`config.mk`:
```
export PLATFORM = sky130hd
export DESIGN_NAME = ct_ebiu_ncwt_bresp_sched
export DESIGN_NICKNAME = d
export VERILOG_FILES = /design/src/rtl/ct_ebiu_ncwt_bresp_sched.sv
export SDC_FILE = /design/constraint.sdc
export NUM_CORES = 1
export LEC_CHECK = 0
export CAP_MARGIN = 10
export CORE_UTILIZATION = 30
export DETAILED_ROUTE_END_ITERATION = 7
export PLACE_DENSITY = 0.88
export SLEW_MARGIN = 15
export SYNTH_ARGS = -nofsm -noshare
export SYNTH_HDL_FRONTEND = slang
export SYNTH_SLANG_ARGS = --single-unit
```
`constraint.sdc`:
```
create_clock -name forever_cpuclk -period 1.9 [get_ports forever_cpuclk]
set_clock_uncertainty 0.2 [all_clocks]
set_input_delay 0.285 -clock forever_cpuclk [delete_from_list [all_inputs] [get_ports forever_cpuclk]]
set_output_delay 0.285 -clock forever_cpuclk [all_outputs]
set_load 0.02 [all_outputs]
```
`src/rtl/ct_ebiu_ncwt_bresp_sched.sv`:
```
// Write-response scheduler for the NCWT entries: arbitrates entry bvalids
// into one staged B response presented to one PIU, or to all for broadcast.
// Ports: forever_cpuclk/cpurst_b clock and async reset; ciu_icg_en and
//   pad_yy_icg_scan_en drive the data-stage clock gate; ncwt_bvalid,
//   ncwt_bus ({id,bresp} per entry), ncwt_piu_sel (PIU mask per entry) in;
//   ncwt_bresp_accept_en one-hot grant out; ebiu_piu_bvalid/bid/bresp with
//   piu_ebiu_bready form the B channel; sched_idle flags nothing staged.
// Option: define CT_EBIU_NCWT_BRESP_RR_EN for round-robin arbitration;
//   otherwise fixed priority, lowest entry index wins.

module gated_clk_cell (
   input  logic clk_in,
   input  logic global_en,
   input  logic module_en,
   input  logic local_en,
   input  logic external_en,
   input  logic pad_yy_icg_scan_en,
   output logic clk_out
);

   logic en_pre;
   logic en_lat;

   assign en_pre = (global_en & (module_en | local_en))
                 | external_en;

   // Enable is captured while the clock is low so clk_out cannot glitch.
   always_latch begin
      if (!clk_in)
         en_lat = en_pre | pad_yy_icg_scan_en;
   end

   assign clk_out = clk_in & en_lat;

endmodule

module ct_ebiu_ncwt_bresp_sched #(
   parameter int ENTRY = 8,
   parameter int PTRW  = 3
) (
   input  logic               forever_cpuclk,
   input  logic               cpurst_b,
   input  logic               ciu_icg_en,
   input  logic               pad_yy_icg_scan_en,
   input  logic [ENTRY-1:0]   ncwt_bvalid,
   input  logic [ENTRY*10-1:0] ncwt_bus,
   input  logic [ENTRY*4-1:0] ncwt_piu_sel,
   output logic [ENTRY-1:0]   ncwt_bresp_accept_en,
   output logic [3:0]         ebiu_piu_bvalid,
   output logic [7:0]         ebiu_piu_bid,
   output logic [1:0]         ebiu_piu_bresp,
   input  logic [3:0]         piu_ebiu_bready,
   output logic               sched_idle
);

   logic [3:0]      pending;
   logic [ENTRY-1:0] req;
   logic            free;
   logic            load;
   logic [PTRW-1:0] win;
   logic            found;
   logic [3:0]      sel_win;
   logic [9:0]      bus_win;
   logic            data_clk;

   assign req  = ncwt_bvalid;
   // Free when every outstanding PIU completes its handshake this cycle.
   assign free = ((pending & ~piu_ebiu_bready) == 4'h0);
   assign load = free & (|req);

`ifdef CT_EBIU_NCWT_BRESP_RR_EN
   logic [PTRW-1:0] ptr;
   logic [PTRW-1:0] idx;

   // Scan starts at ptr; PTRW-bit add wraps ENTRY-1 back to 0.
   always_comb begin
      win   = '0;
      found = 1'b0;
      idx   = '0;
      for (int i = 0; i < ENTRY; i++) begin
         idx = ptr + PTRW'(i);
         if (!found && req[idx]) begin
            win   = idx;
            found = 1'b1;
         end
      end
   end

   always_ff @(posedge forever_cpuclk or negedge cpurst_b) begin
      if (!cpurst_b)
         ptr <= '0;
      else if (load)
         ptr <= win + 1'b1;
   end
`else
   always_comb begin
      win   = '0;
      found = 1'b0;
      for (int i = 0; i < ENTRY; i++) begin
         if (!found && req[i]) begin
            win   = PTRW'(i);
            found = 1'b1;
         end
      end
   end
`endif

   assign sel_win = ncwt_piu_sel[4*win +: 4];
   assign bus_win = ncwt_bus[10*win +: 10];

   always_comb begin
      ncwt_bresp_accept_en = '0;
      if (load)
         ncwt_bresp_accept_en[win] = 1'b1;
   end

   // A new load only happens once every old pending bit is clearing,
   // so the new select simply replaces the mask.
   always_ff @(posedge forever_cpuclk or negedge cpurst_b) begin
      if (!cpurst_b)
         pending <= 4'h0;
      else if (load)
         pending <= sel_win;
      else
         pending <= pending & ~piu_ebiu_bready;
   end

   gated_clk_cell x_data_gclk (
      .clk_in             (forever_cpuclk),
      .global_en          (1'b1),
      .module_en          (ciu_icg_en),
      .local_en           (load),
      .external_en        (1'b0),
      .pad_yy_icg_scan_en (pad_yy_icg_scan_en),
      .clk_out            (data_clk)
   );

   // Load still qualifies the write: the gate may be forced open.
   always_ff @(posedge data_clk or negedge cpurst_b) begin
      if (!cpurst_b) begin
         ebiu_piu_bid   <= 8'h0;
         ebiu_piu_bresp <= 2'b00;
      end else if (load) begin
         ebiu_piu_bid   <= bus_win[9:2];
         ebiu_piu_bresp <= bus_win[1:0];
      end
   end

   assign ebiu_piu_bvalid = pending;
   assign sched_idle      = (pending == 4'h0);

   a_sel_nonzero : assert property (
      @(posedge forever_cpuclk) disable iff (!cpurst_b)
      load |-> (sel_win != 4'h0)
   ) else $error("ncwt entry granted with empty PIU select");

endmodule

```
==> results of run 1 <==
-- cell type report --
class,instances,area share [%]
Timing Repair Buffer,219,48.9
Inverter,1,0.0891
Multi-Input combinational cell,180,36.5
Sequential cell,15,8.70
Clock buffer,12,3.68
Tap cell,72,2.14
-- metal layers --
metal	GRT usage [%]	up-vias	wire length, µm
met4	18.7	0	293
met5	0	-	0
met1	31.7	1233	3570
li1	-	1265	-
met3	9.71	26	722
met2	48.9	140	4520
-- worst max-delay path: stages (launching register included) --
cell and delay (ps):
dfrtp_1 380, nand2b_1 120, nand4_1 160, buf_4 180, a21o_4 240, nor3_4 150, buf_6 140
-- power groups by stage --
stage,Clock [mW],Sequential [mW],Combinational (mW)
final,0.704,0.521,2.00
after global routing,0.758,0.540,2.11
after CTS,0.707,0.518,1.81
after detailed placement,0.0408,0.521,1.73
after global placement,0.0408,0.515,1.69
after floorplan,0.0408,0.682,0.668
-- timing repair --
action	CTS	global route
gates cloned	1	0
endpoints found under the hold margin	14	0
pin swaps	25	9
hold buffers	1	0
buffers inserted	15	3
setup endpoints to repair	38	25
resized for setup	116	22
-- logic make-up after synthesis --
group / synth area share (%)
AOI/OAI and AO/OA: 34.5
and+or+nand+nor: 18.2
muxes: 20.6
buffers and inverters: 6.34
DFF: 19.5
latches: 0.835
-- state kept, by name (all words and copies together), names as in the netlist --
| name | cells |
|---|---|
| ebiu_piu_bid | 8 |
| ebiu_piu_bvalid | 4 |
| ebiu_piu_bresp | 2 |
| x_data_gclk.en_lat | 1 |
-- worst min-delay path by stage --
stage                                               to  slack (ps)  cells after the start
final                     ebiu_piu_bvalid[1]$_DFF_PN0_         140                      3
after global routing      ebiu_piu_bvalid[1]$_DFF_PN0_         140                      3
after CTS                 ebiu_piu_bvalid[1]$_DFF_PN0_         140                      3
after detailed placement                    clock gate          30                      0
after global placement                      clock gate          30                      0
after floorplan            ebiu_piu_bid[0]$_DFFE_PN0P_        -210                      0
-- cell usage in the layout, fill, tap and decap left out, types with 2 or more instances in the layout --
cell type        count
a211oi_1             3
nand3_1              4
buf_2                5
clkdlybuf4s15_1      5
nor3_2               4
buf_8                2
buf_4               60
o21ai_0             10
dfrtp_1             14
o221ai_1             3
a221oi_2             5
nand2_1             16
a221oi_1             2
o22a_1               7
o21ai_1              8
o211ai_1             2
a221oi_4             4
nor2_4               2
clkbuf_8            11
dlygate4sd2_1       10
a21oi_1             16
buf_6               13
a221o_1              2
mux2_4               9
a21oi_2              3
clkdlybuf4s50_1    119
nand2b_1             4
mux2i_1             22
o32a_1               3
nand4_1              3
nor3_4               4
nor2_1              17
-- stage by stage --
stage,setup TNS (ps),hold WS (ps),setup slack [ps],std cells
2_1_floorplan,-1570,-211,-155,214
3_3_place_gp,-18750,32.4,-989,468
3_5_place_dp,-19400,30.9,-982,468
4_1_cts,-3190,141,-406,496
5_1_grt,-5970,139,-594,499
6_report,-4610,141,-513,499
==> Implementation_results.wiki, run 1 <==
{| class="wikitable"
! Metric !! Value
|-
| Main area contributors after synthesis || dfrtp_1, mux2i_1, a221oi_2
|-
| Data required time at the worst endpoint || 1410 ps
|-
| End of the worst register-to-register path || ebiu_piu_bvalid[1]$_DFF_PN0_
|-
| Via count of the first global-routing pass || 2685
|-
| Row cnt || 27
|-
| Largest net degree at the start of global routing || 27
|-
| Share of the synthesized area in the top cell type || 19.5%
|-
| Critical Path Source || ebiu_piu_bvalid[2]$_DFF_PN0_
|-
| Number of warnings issued by yosys || 0
|-
| Total of max-cap violations || 0
|-
| Overall power of the completed layout || 3.23 mW
|-
| Internal cell power || 1.98 mW
|-
| Max-slew violation count || 0
|-
| Part of the power in registers || 16.2%
|-
| Maximum net fanout on the critical path || 8
|-
| Highest achievable clock rate || 414 MHz
|-
| EDFF count, synth || 0
|-
| Starting utilization of the core area || 31.8%
|-
| CTS tree || yes
|-
| Final Critical Period || 2410 ps
|-
| Pre-antenna DRT Iters || 8
|-
| Chip height || 79.4 µm
|-
| Latest clock arrival within the worst-skew pair || 550 ps
|-
| Arr. time, crit path || 1930 ps
|-
| Remaining Overflow, GRT || 0
|-
| Failing checks || setup timing
|-
| RSZ-0062 raised after global routing || yes
|-
| Launch instance of the worst min-delay path || ncwt_piu_sel[13]
|-
| Library cell with the highest instance count after synthesis || mux2i_1
|-
| P_sw || 1.24 mW
|-
| HP Class || in2reg
|-
| Final std cell area, no fill || 4210 µm²
|-
| R2r worst-path depth || 8
|-
| Standby leakage power || 1.83 nW
|-
| Die ar. || 6300 µm²
|-
| Global-route wire length before repair || 13.4 mm
|-
| Number of different library cells in the post-synthesis netlist || 49
|-
| Worst-case vdd ir drop || 0.560 mV
|-
| Worst Path Class, Setup || reg2out
|-
| Ys async rst share || 93.3%
|-
| Switching share of total power || 38.5%
|-
| Via count normalized by instance count || 5.34
|-
| Total area of sequential cells || 367 µm²
|-
| Normalized max-slew margin || 57.7%
|-
| Flip-flop cell with the highest count after synthesis || dfrtp_1
|-
| Number of hold violations in the final report || 0
|-
| Total number of vias || 2664
|-
| Placeable Area || 5640 µm²
|-
| Seq cells post-synth || 15
|-
| Post-route worst setup slack || -513 ps
|-
| Count of filler cells inserted in the layout || 411
|-
| Footprint of the multi-input gates || 1540 µm²
|-
| Synthesized area divided by synthesized cell count || 8.40 µm²
|-
| Initial antenna violation count || 0
|-
| WL final || 9.11 mm
|-
| Status || finished, violations left
|-
| Launching point of the worst reg2reg path || ebiu_piu_bvalid[2]$_DFF_PN0_
|-
| Diodes inserted || 0
|-
| Overall global routing resource usage || 29.3%
|-
| Startpoint types || register
|-
| Clock slew at reported path FFs || 40 ps
|-
| CP Capture Type || primary output
|-
| Placed wire-length estimate after detailed placement || 6.73 mm
|-
| Iteration-0 DRC count of the detailed router || 179
|-
| Fraction of final layout cells sized beyond drive strength 1 || 33.3%
|-
| Utilization after layout || 74.7%
|-
| Routability-driven placement congestion ratio || 0.891
|-
| Slack of the worst reg-to-reg path || -100 ps
|-
| Routed WL per cell || 18.2 µm
|-
| Post-route ant nets || 0
|-
| Transition time at the pin with the least slew margin || 633 ps
|-
| Final setup fails || 21
|-
| Cell types with the highest counts after synthesis || mux2i_1, a21oi_1, nor2_1
|-
| Post-synthesis cell area || 1800 µm²
|-
| Biggest area consumer among synthesized cells || dfrtp_1
|-
| # nets final || 556
|-
| Share of the clock period used by the worst path || 127%
|-
| Synthesized Nets || 342
|-
| End point of the critical path || ncwt_bresp_accept_en[2]
|-
| Placed cell areas || 3740 µm²
|-
| Area overhead of the layout relative to synthesis || 135%
|-
| Number of standard cells after synthesis || 214
|-
| Clk network pwr share || 21.8%
|-
| Share of power burned in combinational logic || 62.0%
|-
| DRC violations left || 0
|-
| Die span in x || 79.4 µm
|-
| Number of port buffers || 150
|-
| Power density cells || 765 nW/µm²
|-
| I/O pin total || 151
|}
Note: power is estimated with default switching activity, not from simulation.
==> run 2: changes to the inputs <==
--- a/config.mk
+++ b/config.mk
@@ -6,9 +6,10 @@
 export NUM_CORES = 1
 export LEC_CHECK = 0
 export CAP_MARGIN = 10
+export CORE_MARGIN = 2
 export CORE_UTILIZATION = 30
 export DETAILED_ROUTE_END_ITERATION = 7
-export PLACE_DENSITY = 0.88
+export PLACE_DENSITY = 0.85
 export SLEW_MARGIN = 15
 export SYNTH_ARGS = -nofsm -noshare
 export SYNTH_HDL_FRONTEND = slang
==> constraint.sdc (replaced) <==
create_clock -name forever_cpuclk -period 2.8 [get_ports forever_cpuclk]
set_clock_uncertainty 0.2 [all_clocks]
set_input_delay 0.42 -clock forever_cpuclk [delete_from_list [all_inputs] [get_ports forever_cpuclk]]
set_output_delay 0.42 -clock forever_cpuclk [all_outputs]
set_load 0.02 [all_outputs]
==> Implementation_results.wiki, run 2 (synthesis gave the netlist of run 1 again) <==
{| class="wikitable"
! Metric !! Value
|-
| Number of hold violations in the final report || 0 (unchanged)
|-
| CTS tree || yes (unchanged)
|-
| WL final || 8.05 mm (was 9.11 mm)
|-
| Area overhead of the layout relative to synthesis || 109% (was 135%)
|-
| Fraction of final layout cells sized beyond drive strength 1 || 21.2% (was 33.3%)
|-
| R2r worst-path depth || 6 (was 8)
|-
| Normalized max-slew margin || 54.9% (was 57.7%)
|-
| Total of max-cap violations || 0 (unchanged)
|-
| Most common cell after layout, fill and taps aside || clkdlybuf4s50_1 (unchanged)
|-
| Via count normalized by instance count || 5.19 (was 5.34)
|-
| Via count of the first global-routing pass || 2434 (was 2685)
|-
| Overall power of the completed layout || 2.02 mW (was 3.23 mW)
|-
| Placeable Area || 5850 µm² (was 5640 µm²)
|-
| Latest clock arrival within the worst-skew pair || 540 ps (was 550 ps)
|-
| Switching share of total power || 36.1% (was 38.5%)
|-
| Worst Path Class, Setup || in2latch (was reg2out)
|-
| Row cnt || 28 (was 27)
|-
| Starting utilization of the core area || 30.7% (was 31.8%)
|-
| Overall global routing resource usage || 23.8% (was 29.3%)
|-
| Status || completed (was finished, violations left)
|-
| Launching point of the worst reg2reg path || ebiu_piu_bvalid[2]$_DFF_PN0_ (unchanged)
|-
| Placed cell areas || 3560 µm² (was 3740 µm²)
|-
| Slack of the worst reg-to-reg path || 0 ps (was -100 ps)
|-
| Die span in x || 81.4 µm (was 79.4 µm)
|-
| Power density cells || 538 nW/µm² (was 765 nW/µm²)
|-
| Number of flip-flops under the largest register name || 8 (unchanged)
|-
| Final Hold Slack || 44.2 ps (was 141 ps)
|-
| Startpoint types || primary input (was register)
|-
| P_sw || 0.730 mW (was 1.24 mW)
|-
| CP Capture Type || latch (was primary output)
|-
| Setup Total Neg Slack || 0 ps (was -4610 ps)
|-
| Post-route ant nets || 0 (unchanged)
|-
| Internal cell power || 1.29 mW (was 1.98 mW)
|-
| Final setup fails || 0 (was 21)
|-
| Largest net degree at the start of global routing || 31 (was 27)
|-
| Transition time at the pin with the least slew margin || 675 ps (was 633 ps)
|-
| Total number of vias || 2471 (was 2664)
|-
| Clk network pwr share || 24.9% (was 21.8%)
|-
| RSZ-0062 raised after global routing || no (was yes)
|-
| Routability-driven placement congestion ratio || 0.872 (was 0.891)
|-
| Iteration-0 DRC count of the detailed router || 130 (was 179)
|-
| Standby leakage power || 1.62 nW (was 1.83 nW)
|-
| Worst-case vdd ir drop || 0.443 mV (was 0.560 mV)
|-
| Number of port buffers || 150 (unchanged)
|-
| Global-route wire length before repair || 11.7 mm (was 13.4 mm)
|-
| Commonest cells after routing, fill and taps aside || clkdlybuf4s50_1, buf_4, mux2i_1 (unchanged)
|-
| I/O pin total || 151 (unchanged)
|-
| Initial antenna violation count || 0 (unchanged)
|-
| Max-slew violation count || 0 (unchanged)
|-
| Remaining Overflow, GRT || 0 (unchanged)
|-
| # nets final || 529 (was 556)
|-
| Clock slew at reported path FFs || 50 ps (was 40 ps)
|-
| Part of the power in registers || 17.8% (was 16.2%)
|-
| Arr. time, crit path || 2160 ps (was 1930 ps)
|-
| Data required time at the worst endpoint || 2160 ps (was 1410 ps)
|-
| Diodes inserted || 0 (unchanged)
|-
| Routed WL per cell || 16.9 µm (was 18.2 µm)
|-
| DRC violations left || 0 (unchanged)
|-
| Die ar. || 6620 µm² (was 6300 µm²)
|-
| Chip height || 81.4 µm (was 79.4 µm)
|-
| Share of power burned in combinational logic || 57.3% (was 62.0%)
|-
| Pre-antenna DRT Iters || 4 (was 8)
|-
| Maximum net fanout on the critical path || 15 (was 8)
|-
| Utilization after layout || 64.2% (was 74.7%)
|-
| HP Class || in2async (was in2reg)
|-
| End of the worst register-to-register path || x_data_gclk.en_lat$_DLATCH_N_ (was ebiu_piu_bvalid[1]$_DFF_PN0_)
|-
| Placed wire-length estimate after detailed placement || 6.56 mm (was 6.73 mm)
|-
| Final std cell area, no fill || 3760 µm² (was 4210 µm²)
|-
| Register bank with the most flops || ebiu_piu_bid (unchanged)
|}
-- run 2: cell count changes in the layout (fill, tap and decap cells not counted), sizes merged --
cell           delta
buf              -35
dlymetal6s2s      +1
clkdlybuf4s15     -6
dlygate4sd3       -1
clkdlybuf4s50    +20
bufbuf            -1
dlygate4sd2       -6
clkbuf            +2
-- run 2: worst max path at each step --
| stage | start | to | slack (ps) | depth (start not counted) |
|---|---|---|---|---|
| floorplan | ncwt_bvalid[1] | x_data_gclk.en_lat$_DLATCH_N_ | 0 | 5 |
| global placement | ncwt_bvalid[0] | ncwt_bresp_accept_en[4] | -360 | 6 |
| detailed placement | ncwt_bvalid[3] | ncwt_bresp_accept_en[4] | -370 | 6 |
| CTS | ncwt_bvalid[1] | ncwt_bresp_accept_en[4] | -50 | 6 |
| global route | ncwt_bvalid[1] | x_data_gclk.en_lat$_DLATCH_N_ | 0 | 6 |
| finish | ncwt_bvalid[1] | x_data_gclk.en_lat$_DLATCH_N_ | 0 | 6 |
-- run 2: critical path: stages --
cell	delay [ps]
clkdlybuf4s50_1	430
or4_4	460
nor3_4	220
a21oi_1	120
buf_4	210
or3_1	310
-- run 2: repair_timing --
action | CTS | global route
gates resized for setup | 28 | 6
setup buffers | 5 | 2
hold buffers | 0 | 0
pin swaps | 3 | 3
setup endpoints to repair | 8 | 5
-- run 2: cell type report --
class	instances	area [µm²]
clock buffer	13	169
sequential	15	365
fill	517	2090
tap	75	93.8
timing repair buffer	192	1790
inverter	1	3.75
multi-input combinational	180	1340
-- run 2: metal layers --
metal  vias up  share of wire (%)  track usage [%]
li1       1212                  -                -
met4         0                2.4             10.8
met5         -                  0                0
met2       108                 49             40.9
met3        17                8.2             4.67
met1      1134                 41             28.4
-- run 2: power by group through the flow --
stage	Sequential (mW)	Combinational [mW]	Clock (mW)
6_report	0.360	1.16	0.502
5_1_grt	0.370	1.24	0.533
3_3_place_gp	0.353	1.11	0.0277
4_1_cts	0.359	1.16	0.515
2_1_floorplan	0.463	0.419	0.0277
3_5_place_dp	0.361	1.13	0.0277
-- run 2: through the flow --
step                setup slack (ps)  std cells
floorplan                          0        214
global placement                -356        456
detailed placement              -368        456
CTS                            -54.4        474
global route                       0        476
finish                             0        476
